`src/rtl/game_round_ctrl.sv`:
```
// Round sequencer for the 4-player pedra/papel/tesoura betting game: collects moves/bets, evaluates, pays out.
// Optional round timeout in COLLECT is enabled by defining GAME_ROUND_TIMEOUT_EN.
module game_round_ctrl #(
  parameter logic [7:0] SALDO_INI      = 8'd100,
  parameter int         TIMEOUT_CICLOS = 1000
) (
  input  logic       clk,
  input  logic       rst_n,
  input  logic       start,
  input  logic       jog_valid,
  input  logic [1:0] jog_id,
  input  logic [1:0] jog_move,
  input  logic [6:0] jog_aposta,
  output logic       jog_ready,
  output logic       erro,
  output logic       ocupado,
  output logic [3:0] vencedores,
  output logic       empate,
  output logic       resultado_valid,
  output logic       ronda_abortada,
  output logic [7:0] saldo_j1,
  output logic [7:0] saldo_j2,
  output logic [7:0] saldo_j3,
  output logic [7:0] saldo_j4,
  output logic [7:0] ronda_num
);

  typedef enum logic [1:0] {IDLE, COLLECT, EVAL, PAYOUT} state_t;

  state_t          state_q, state_d;
  logic [3:0]      mask_q, mask_d;
  logic [3:0]      venc_q, venc_d;
  logic            empate_q, empate_d;
  logic [3:0]      win_q, win_d;
  logic            tie_q, tie_d;
  logic            erro_q, erro_d;
  logic            rv_q, rv_d;
  logic            ready_q, ready_d;
  logic            ocupado_q, ocupado_d;
  logic [7:0]      ronda_q, ronda_d;
  logic [3:0][7:0] saldo_q, saldo_d;
  logic [3:0][1:0] move_q;
  logic [3:0][6:0] bet_q;
  logic            bad, take;

`ifdef GAME_ROUND_TIMEOUT_EN
  localparam int CW = $clog2(TIMEOUT_CICLOS + 1);
  logic [CW-1:0]   cnt_q, cnt_d;
  logic            ab_q, ab_d;
`endif

  function automatic logic [6:0] clamp_bet(input logic [6:0] bet, input logic [7:0] saldo);
    logic [6:0] r;
    if ({1'b0, bet} > saldo) r = saldo[6:0];
    else                     r = bet;
    return r;
  endfunction

  function automatic logic [7:0] sat_add(input logic [7:0] a, input logic [6:0] b);
    logic [8:0] s;
    s = {1'b0, a} + {2'b00, b};
    return s[8] ? 8'hFF : s[7:0];
  endfunction

  function automatic logic [7:0] sub_bet(input logic [7:0] a, input logic [6:0] b);
    return a - {1'b0, b};
  endfunction

  // Returns {tie, winner_mask}; a winner exists only when exactly two distinct moves were played.
  function automatic logic [4:0] eval_round(input logic [3:0][1:0] moves);
    logic [2:0] seen;
    logic [1:0] w;
    logic [3:0] m;
    logic       tie;
    seen = '0;
    for (int i = 0; i < 4; i++) begin
      case (moves[i])
        2'd0:    seen[0] = 1'b1;
        2'd1:    seen[1] = 1'b1;
        default: seen[2] = 1'b1;
      endcase
    end
    tie = 1'b0;
    w   = 2'd0;
    case (seen)
      3'b011:  w = 2'd1;
      3'b110:  w = 2'd2;
      3'b101:  w = 2'd0;
      default: tie = 1'b1;
    endcase
    m = '0;
    for (int i = 0; i < 4; i++) m[i] = !tie && (moves[i] == w);
    return {tie, m};
  endfunction

  assign bad  = (jog_move == 2'd3) || mask_q[jog_id];
  assign take = jog_valid && ready_q && !bad;

  always_comb begin
    state_d  = state_q;
    mask_d   = mask_q;
    venc_d   = venc_q;
    empate_d = empate_q;
    win_d    = win_q;
    tie_d    = tie_q;
    ronda_d  = ronda_q;
    saldo_d  = saldo_q;
    erro_d   = 1'b0;
    rv_d     = 1'b0;
`ifdef GAME_ROUND_TIMEOUT_EN
    cnt_d    = cnt_q;
    ab_d     = 1'b0;
`endif
    case (state_q)
      IDLE: begin
        if (start) begin
          state_d  = COLLECT;
          mask_d   = '0;
          venc_d   = '0;
          empate_d = 1'b0;
`ifdef GAME_ROUND_TIMEOUT_EN
          cnt_d    = '0;
`endif
        end
      end
      COLLECT: begin
        if (jog_valid && ready_q) begin
          if (bad) erro_d = 1'b1;
          else     mask_d[jog_id] = 1'b1;
        end
        if (&mask_d) state_d = EVAL;
`ifdef GAME_ROUND_TIMEOUT_EN
        else if (cnt_q == CW'(TIMEOUT_CICLOS - 1)) begin
          state_d = IDLE;
          ab_d    = 1'b1;
        end
        cnt_d = cnt_q + 1'b1;
`endif
      end
      EVAL: begin
        {tie_d, win_d} = eval_round(move_q);
        state_d        = PAYOUT;
      end
      default: begin
        for (int i = 0; i < 4; i++) begin
          if (!tie_q) saldo_d[i] = win_q[i] ? sat_add(saldo_q[i], bet_q[i]) : sub_bet(saldo_q[i], bet_q[i]);
        end
        venc_d   = win_q;
        empate_d = tie_q;
        ronda_d  = ronda_q + 8'd1;
        rv_d     = 1'b1;
        state_d  = IDLE;
      end
    endcase
    ready_d   = (state_d == COLLECT);
    ocupado_d = (state_d != IDLE);
  end

  always_ff @(posedge clk) begin
    if (!rst_n) begin
      state_q   <= IDLE;
      mask_q    <= '0;
      venc_q    <= '0;
      empate_q  <= 1'b0;
      ronda_q   <= '0;
      saldo_q   <= {4{SALDO_INI}};
      erro_q    <= 1'b0;
      rv_q      <= 1'b0;
      ready_q   <= 1'b0;
      ocupado_q <= 1'b0;
`ifdef GAME_ROUND_TIMEOUT_EN
      cnt_q     <= '0;
      ab_q      <= 1'b0;
`endif
    end else begin
      state_q   <= state_d;
      mask_q    <= mask_d;
      venc_q    <= venc_d;
      empate_q  <= empate_d;
      ronda_q   <= ronda_d;
      saldo_q   <= saldo_d;
      erro_q    <= erro_d;
      rv_q      <= rv_d;
      ready_q   <= ready_d;
      ocupado_q <= ocupado_d;
`ifdef GAME_ROUND_TIMEOUT_EN
      cnt_q     <= cnt_d;
      ab_q      <= ab_d;
`endif
    end
  end

  // Round payload holds only what the current round wrote; a reset discards it implicitly.
  always_ff @(posedge clk) begin
    if (take) begin
      move_q[jog_id] <= jog_move;
      bet_q[jog_id]  <= clamp_bet(jog_aposta, saldo_q[jog_id]);
    end
    win_q <= win_d;
    tie_q <= tie_d;
  end

  assign jog_ready       = ready_q;
  assign erro            = erro_q;
  assign ocupado         = ocupado_q;
  assign vencedores      = venc_q;
  assign empate          = empate_q;
  assign resultado_valid = rv_q;
  assign ronda_num       = ronda_q;
  assign saldo_j1        = saldo_q[0];
  assign saldo_j2        = saldo_q[1];
  assign saldo_j3        = saldo_q[2];
  assign saldo_j4        = saldo_q[3];

`ifdef GAME_ROUND_TIMEOUT_EN
  assign ronda_abortada = ab_q;
`else
  // Constant 0 that still references the timeout parameter when the feature is compiled out.
  assign ronda_abortada = (TIMEOUT_CICLOS < 0);
`endif

endmodule

```
`config.mk`:
```
export PLATFORM = sky130hd
export DESIGN_NAME = game_round_ctrl
export DESIGN_NICKNAME = d
export VERILOG_FILES = /design/src/rtl/game_round_ctrl.sv
export SDC_FILE = /design/constraint.sdc
export NUM_CORES = 1
export LEC_CHECK = 0
export CORE_UTILIZATION = 50
export DETAILED_ROUTE_END_ITERATION = 10
export PLACE_DENSITY_LB_ADDON = 0.3
export SLEW_MARGIN = 20
export SYNTH_ARGS = -nofsm -noshare
export SYNTH_HDL_FRONTEND = slang
export SYNTH_SLANG_ARGS = --single-unit
```
`constraint.sdc`:
```
create_clock -name clk -period 9.65 [get_ports clk]
set_clock_uncertainty 0.2 [all_clocks]
set_input_delay 2.895 -clock clk [delete_from_list [all_inputs] [get_ports clk]]
set_output_delay 2.895 -clock clk [all_outputs]
set_load 0.02 [all_outputs]
```
==> flow_results.xml <==
<?xml version="1.0" encoding="UTF-8"?>
<metrics>
  <group name="power">
    <metric name="p_comb_share" unit="%">8.3</metric>
    <metric name="vdd_ir_drop_max" unit="V">0.0000763</metric>
    <metric name="p_seq_share" unit="%">48.7</metric>
    <metric name="clock_power_share" unit="%">43.0</metric>
    <metric name="netSwitchingFraction" unit="%">23.0</metric>
    <metric name="switchingPower" unit="uW">205</metric>
    <metric name="powerDensity" unit="nW/um2">115</metric>
    <metric name="cellInternalPower" unit="uW">687</metric>
    <metric name="power_leakage" unit="uW">0.00299</metric>
  </group>
  <group name="timing">
    <metric name="rsz0062_at_grt" unit="">false</metric>
    <metric name="worst-slew-pin-transition" unit="ns">1.02</metric>
    <metric name="timing.hold.ws" unit="ns">0.305</metric>
    <metric name="slew_viol_final" unit="">0</metric>
    <metric name="fmax" unit="MHz">158</metric>
    <metric name="slew_headroom" unit="%">31.7</metric>
    <metric name="final.min_clock_period" unit="ns">6.32</metric>
    <metric name="timing.final.crit_share" unit="%">65.5</metric>
    <metric name="setup_viol_count_final" unit="">0</metric>
    <metric name="fin_setup_tns" unit="ns">0</metric>
    <metric name="hold_viol" unit="">0</metric>
  </group>
  <group name="synth">
    <metric name="yosys_warnings" unit="">0</metric>
    <metric name="synth_edf_count" unit="">41</metric>
    <metric name="avgSynthCellArea" unit="um2">9.33</metric>
    <metric name="synth_flop_cell" unit="">sky130_fd_sc_hd__dfxtp_1</metric>
    <metric name="synth_simple_gate_area_share" unit="%">15.5</metric>
    <metric name="synth_largest_area_cell" unit="">sky130_fd_sc_hd__edfxtp_1</metric>
    <metric name="synth_xor_area_share" unit="%">3.01</metric>
    <metric name="postSynth.asyncResetShare" unit="%">0</metric>
    <metric name="synthMostInstantiatedCell" unit="">sky130_fd_sc_hd__inv_1</metric>
    <metric name="synth_fp_nets" unit="">809</metric>
    <metric name="synth_top_cells_by_count" unit="">sky130_fd_sc_hd__inv_1 (76), sky130_fd_sc_hd__ha_1 (68), sky130_fd_sc_hd__dfxtp_1 (55), sky130_fd_sc_hd__nor2_1 (55), sky130_fd_sc_hd__a21oi_1 (46)</metric>
    <metric name="synthesis.instances" unit="">718</metric>
    <metric name="synthesis.area" unit="um2">6700</metric>
    <metric name="synth_area_leaders" unit="">sky130_fd_sc_hd__edfxtp_1 (18%), sky130_fd_sc_hd__dfxtp_1 (16%), sky130_fd_sc_hd__ha_1 (13%)</metric>
    <metric name="area_share_of_fa_ha_maj_cells_after_synthesis" unit="%">15.1</metric>
    <metric name="synth_compound_area_share" unit="%">19.0</metric>
    <metric name="synth_top_family_by_area" unit="">compound AO/OA/AOI/OAI gates</metric>
    <metric name="post-synth-top-area-fraction" unit="%">18.4</metric>
    <metric name="synth_sequential_area_ratio" unit="%">34.8</metric>
    <metric name="post_synthesis_mux_area_share" unit="%">6.24</metric>
    <metric name="synthDistinctLibCells" unit="">75</metric>
    <metric name="ys_ff_latch" unit="">96</metric>
  </group>
  <group name="placement">
    <metric name="placement.io_buffers" unit="">63</metric>
    <metric name="placedInstanceArea" unit="um2">7460</metric>
    <metric name="dpl.hpwl" unit="um">13000</metric>
    <metric name="place_congestion" unit="">0.943</metric>
  </group>
  <group name="worst_setup_path">
    <metric name="timing.setup.critical_path_class" unit="">primary input to register</metric>
    <metric name="cp_cell_instances" unit="">clkdlybuf4s50_1 -&gt; mux4_2 -&gt; inv_1 -&gt; ha_1 -&gt; nor2b_1 -&gt; o21a_1 -&gt; o21ai_0 -&gt; a21oi_1 -&gt; o21ai_2 -&gt; mux2_2</metric>
    <metric name="startpoint_types" unit="">primary input</metric>
    <metric name="timing.critical_path.to_type" unit="">register</metric>
    <metric name="timing.critical_path.slowest_stage_cell" unit="">sky130_fd_sc_hd__clkdlybuf4s50_1</metric>
    <metric name="timing.critical_path.required" unit="ns">9.54</metric>
    <metric name="cp_data_arrival_time" unit="ns">6.21</metric>
    <metric name="crit_path_max_incr_delay" unit="ns">1.07</metric>
    <metric name="critical_path.max_fanout" unit="">16</metric>
  </group>
  <group name="clock_tree">
    <metric name="clock-root-buffer" unit="">sky130_fd_sc_hd__clkbuf_16</metric>
    <metric name="tritoncts_num_sinks" unit="">96</metric>
    <metric name="post_cts_buffers" unit="">0</metric>
    <metric name="cts_hold_repair.buffers" unit="">0</metric>
    <metric name="count_of_instances_resized_after_the_clock_tree_is_built" unit="">0</metric>
    <metric name="cts_buffers" unit="">9</metric>
    <metric name="clock_pin_slew_of_the_registers_on_the_worst_case_setup_and_hold_paths" unit="ns">0.07</metric>
    <metric name="htree_num_levels" unit="">3</metric>
    <metric name="max-clock-path-buffers" unit="">2</metric>
    <metric name="clock_latency" unit="ns">0.35</metric>
    <metric name="cts_tree" unit="">yes</metric>
  </group>
  <group name="routing">
    <metric name="antenna_left" unit="">0</metric>
    <metric name="dr.pass1.iters" unit="">6</metric>
    <metric name="drt_wl_total" unit="um">17600</metric>
    <metric name="detail_route.iter0.violations" unit="">463</metric>
    <metric name="via_per_inst" unit="">6.05</metric>
    <metric name="routed-via-count" unit="">5709</metric>
    <metric name="detail_route.wl_per_cell" unit="um">18.7</metric>
    <metric name="drt_drc" unit="">0</metric>
  </group>
  <group name="layout">
    <metric name="stdcell_area" unit="um2">7770</metric>
    <metric name="fin_nets" unit="">858</metric>
    <metric name="syn2layout_area_growth" unit="%">16.0</metric>
    <metric name="ratio_of_cells_with_drive_above_1_in_the_final_layout" unit="%">7.38</metric>
    <metric name="final.fill_count" unit="">1122</metric>
    <metric name="diodes" unit="">0</metric>
  </group>
  <group name="min_path">
    <metric name="worstHoldPathType" unit="">register to register</metric>
  </group>
  <group name="floorplan">
    <metric name="rows" unit="">41</metric>
    <metric name="fp.dieW" unit="um">118</metric>
    <metric name="design.portCount" unit="">65</metric>
    <metric name="coreArea" unit="um2">12800</metric>
    <metric name="floorplan.die.height" unit="um">118</metric>
    <metric name="initial_utilization" unit="%">52.3</metric>
    <metric name="die_footprint" unit="um2">13900</metric>
  </group>
  <group name="status">
    <metric name="run_status" unit="">finished, final reports clean</metric>
  </group>
  <group name="global_routing">
    <metric name="grt_pass1_wl" unit="um">28200</metric>
    <metric name="grt_start_max_net_pins" unit="">46</metric>
    <metric name="grt_antenna_before_repair" unit="">0</metric>
    <metric name="grt_pass1_vias" unit="">5526</metric>
    <metric name="grt.total_usage" unit="%">25.9</metric>
    <metric name="gr-total-overflow" unit="">0</metric>
  </group>
  <group name="run">
    <metric name="timing.max_cap.violations" unit="">0</metric>
  </group>
</metrics>
-- power groups by stage --
stage          logic [uW]  registers [uW]  clock network, uW
2_1_floorplan        45.9             445                  0
3_3_place_gp         70.3             443                  0
3_5_place_dp         72.6             443                  0
4_1_cts              73.6             434                386
5_1_grt              80.9             435                401
6_report             74.2             434                383
-- metrics by stage --
| step | util (%) | std cells | worst slack, ns | total power [uW] |
|---|---|---|---|---|
| 4_1_cts | 60.6 | 944 | 3.33 | 894 |
| 3_3_place_gp | 58.2 | 928 | 3.05 | 514 |
| 5_1_grt | 60.6 | 944 | 3.09 | 916 |
| 2_1_floorplan | - | 718 | 3.93 | 490 |
| 3_5_place_dp | 58.2 | 928 | 3.02 | 516 |
| 6_report | 60.6 | 944 | 3.33 | 892 |
-- path summary, 6_finish.rpt --
kind | from | to | slack (ns) | cells past startpoint
setup / recovery | jog_id[1] | bet_q[21] | 3.33 | 10
hold / removal | ronda_num[7] | ronda_num[7] | 0.31 | 2
setup reg to reg | saldo_j4[1] | bet_q[21] | 6.68 | 9
hold reg to reg | ronda_num[7] | ronda_num[7] | 0.31 | 2
-- cell type report --
type	instances	area [um2]	share of cell area (%)
clock buffers	10	229	2.95
clock inverters	6	83.8	1.08
inverters	77	289	3.72
multi-input cells	516	3960	51.0
flip-flops and latches	96	2330	30.0
well taps	172	215	2.77
repair buffers	67	661	8.50
-- kinds of logic after synthesis --
| family | count (synthesis) |
|---|---|
| flops | 96 |
| mux | 29 |
| xor+xnor | 23 |
| simple gates | 195 |
| buf+inv | 106 |
| fa+ha+maj | 76 |
| other cells | 1 |
| compound gates | 192 |
-- state kept, by name, summed over array words and instances, names as in the netlist, 2 cells and up --
register and cells:
vencedores 4, move_q 8, bet_q 28, saldo_j2 8
ronda_num 8, mask_q 4, state_q 2, saldo_j3 8
win_q 4, saldo_j4 8, saldo_j1 8
-- cell usage in the layout (no fill, tap or decap), drive strengths merged, types with 4 or more instances in the layout --
master          n
nand3           6
nand4           5
and2            5
buf             4
a22oi           8
mux2i           8
nand2b         14
o21ai          47
nor2b          12
a211oi          6
inv            77
nor4b           5
nand3b          4
or3             5
mux2           12
a21oi          46
nor4           11
xor2            8
a311oi          4
nor3b           4
o21bai          6
xnor2          15
clkdlybuf4s50  63
fa              8
a2111oi         4
ha             68
mux4            9
and3           11
nor2           55
dfxtp          55
o22ai           5
a31oi          21
clkbuf         10
o32ai           4
o2111ai         4
edfxtp         41
nand2          34
nor3           16
-- critical path, delay by kind of cell --
kind | cells | cell delay [ns]
AO/OA/AOI/OAI | 4 | 0.78
adder cells (fa/ha/maj) | 1 | 0.22
AND/OR/NAND/NOR | 1 | 0.13
buffers and inverters | 2 | 1.14
multiplexers | 2 | 1.04
-- metal layers --
layer	vias to the layer above	routed length [um]	track usage, %
met4	0	334	9.21
met2	213	8450	43.7
li1	2716	-	-
met3	28	1350	4.60
met5	-	0	0
met1	2752	7480	33.0
(Power assumes the default switching activity.)
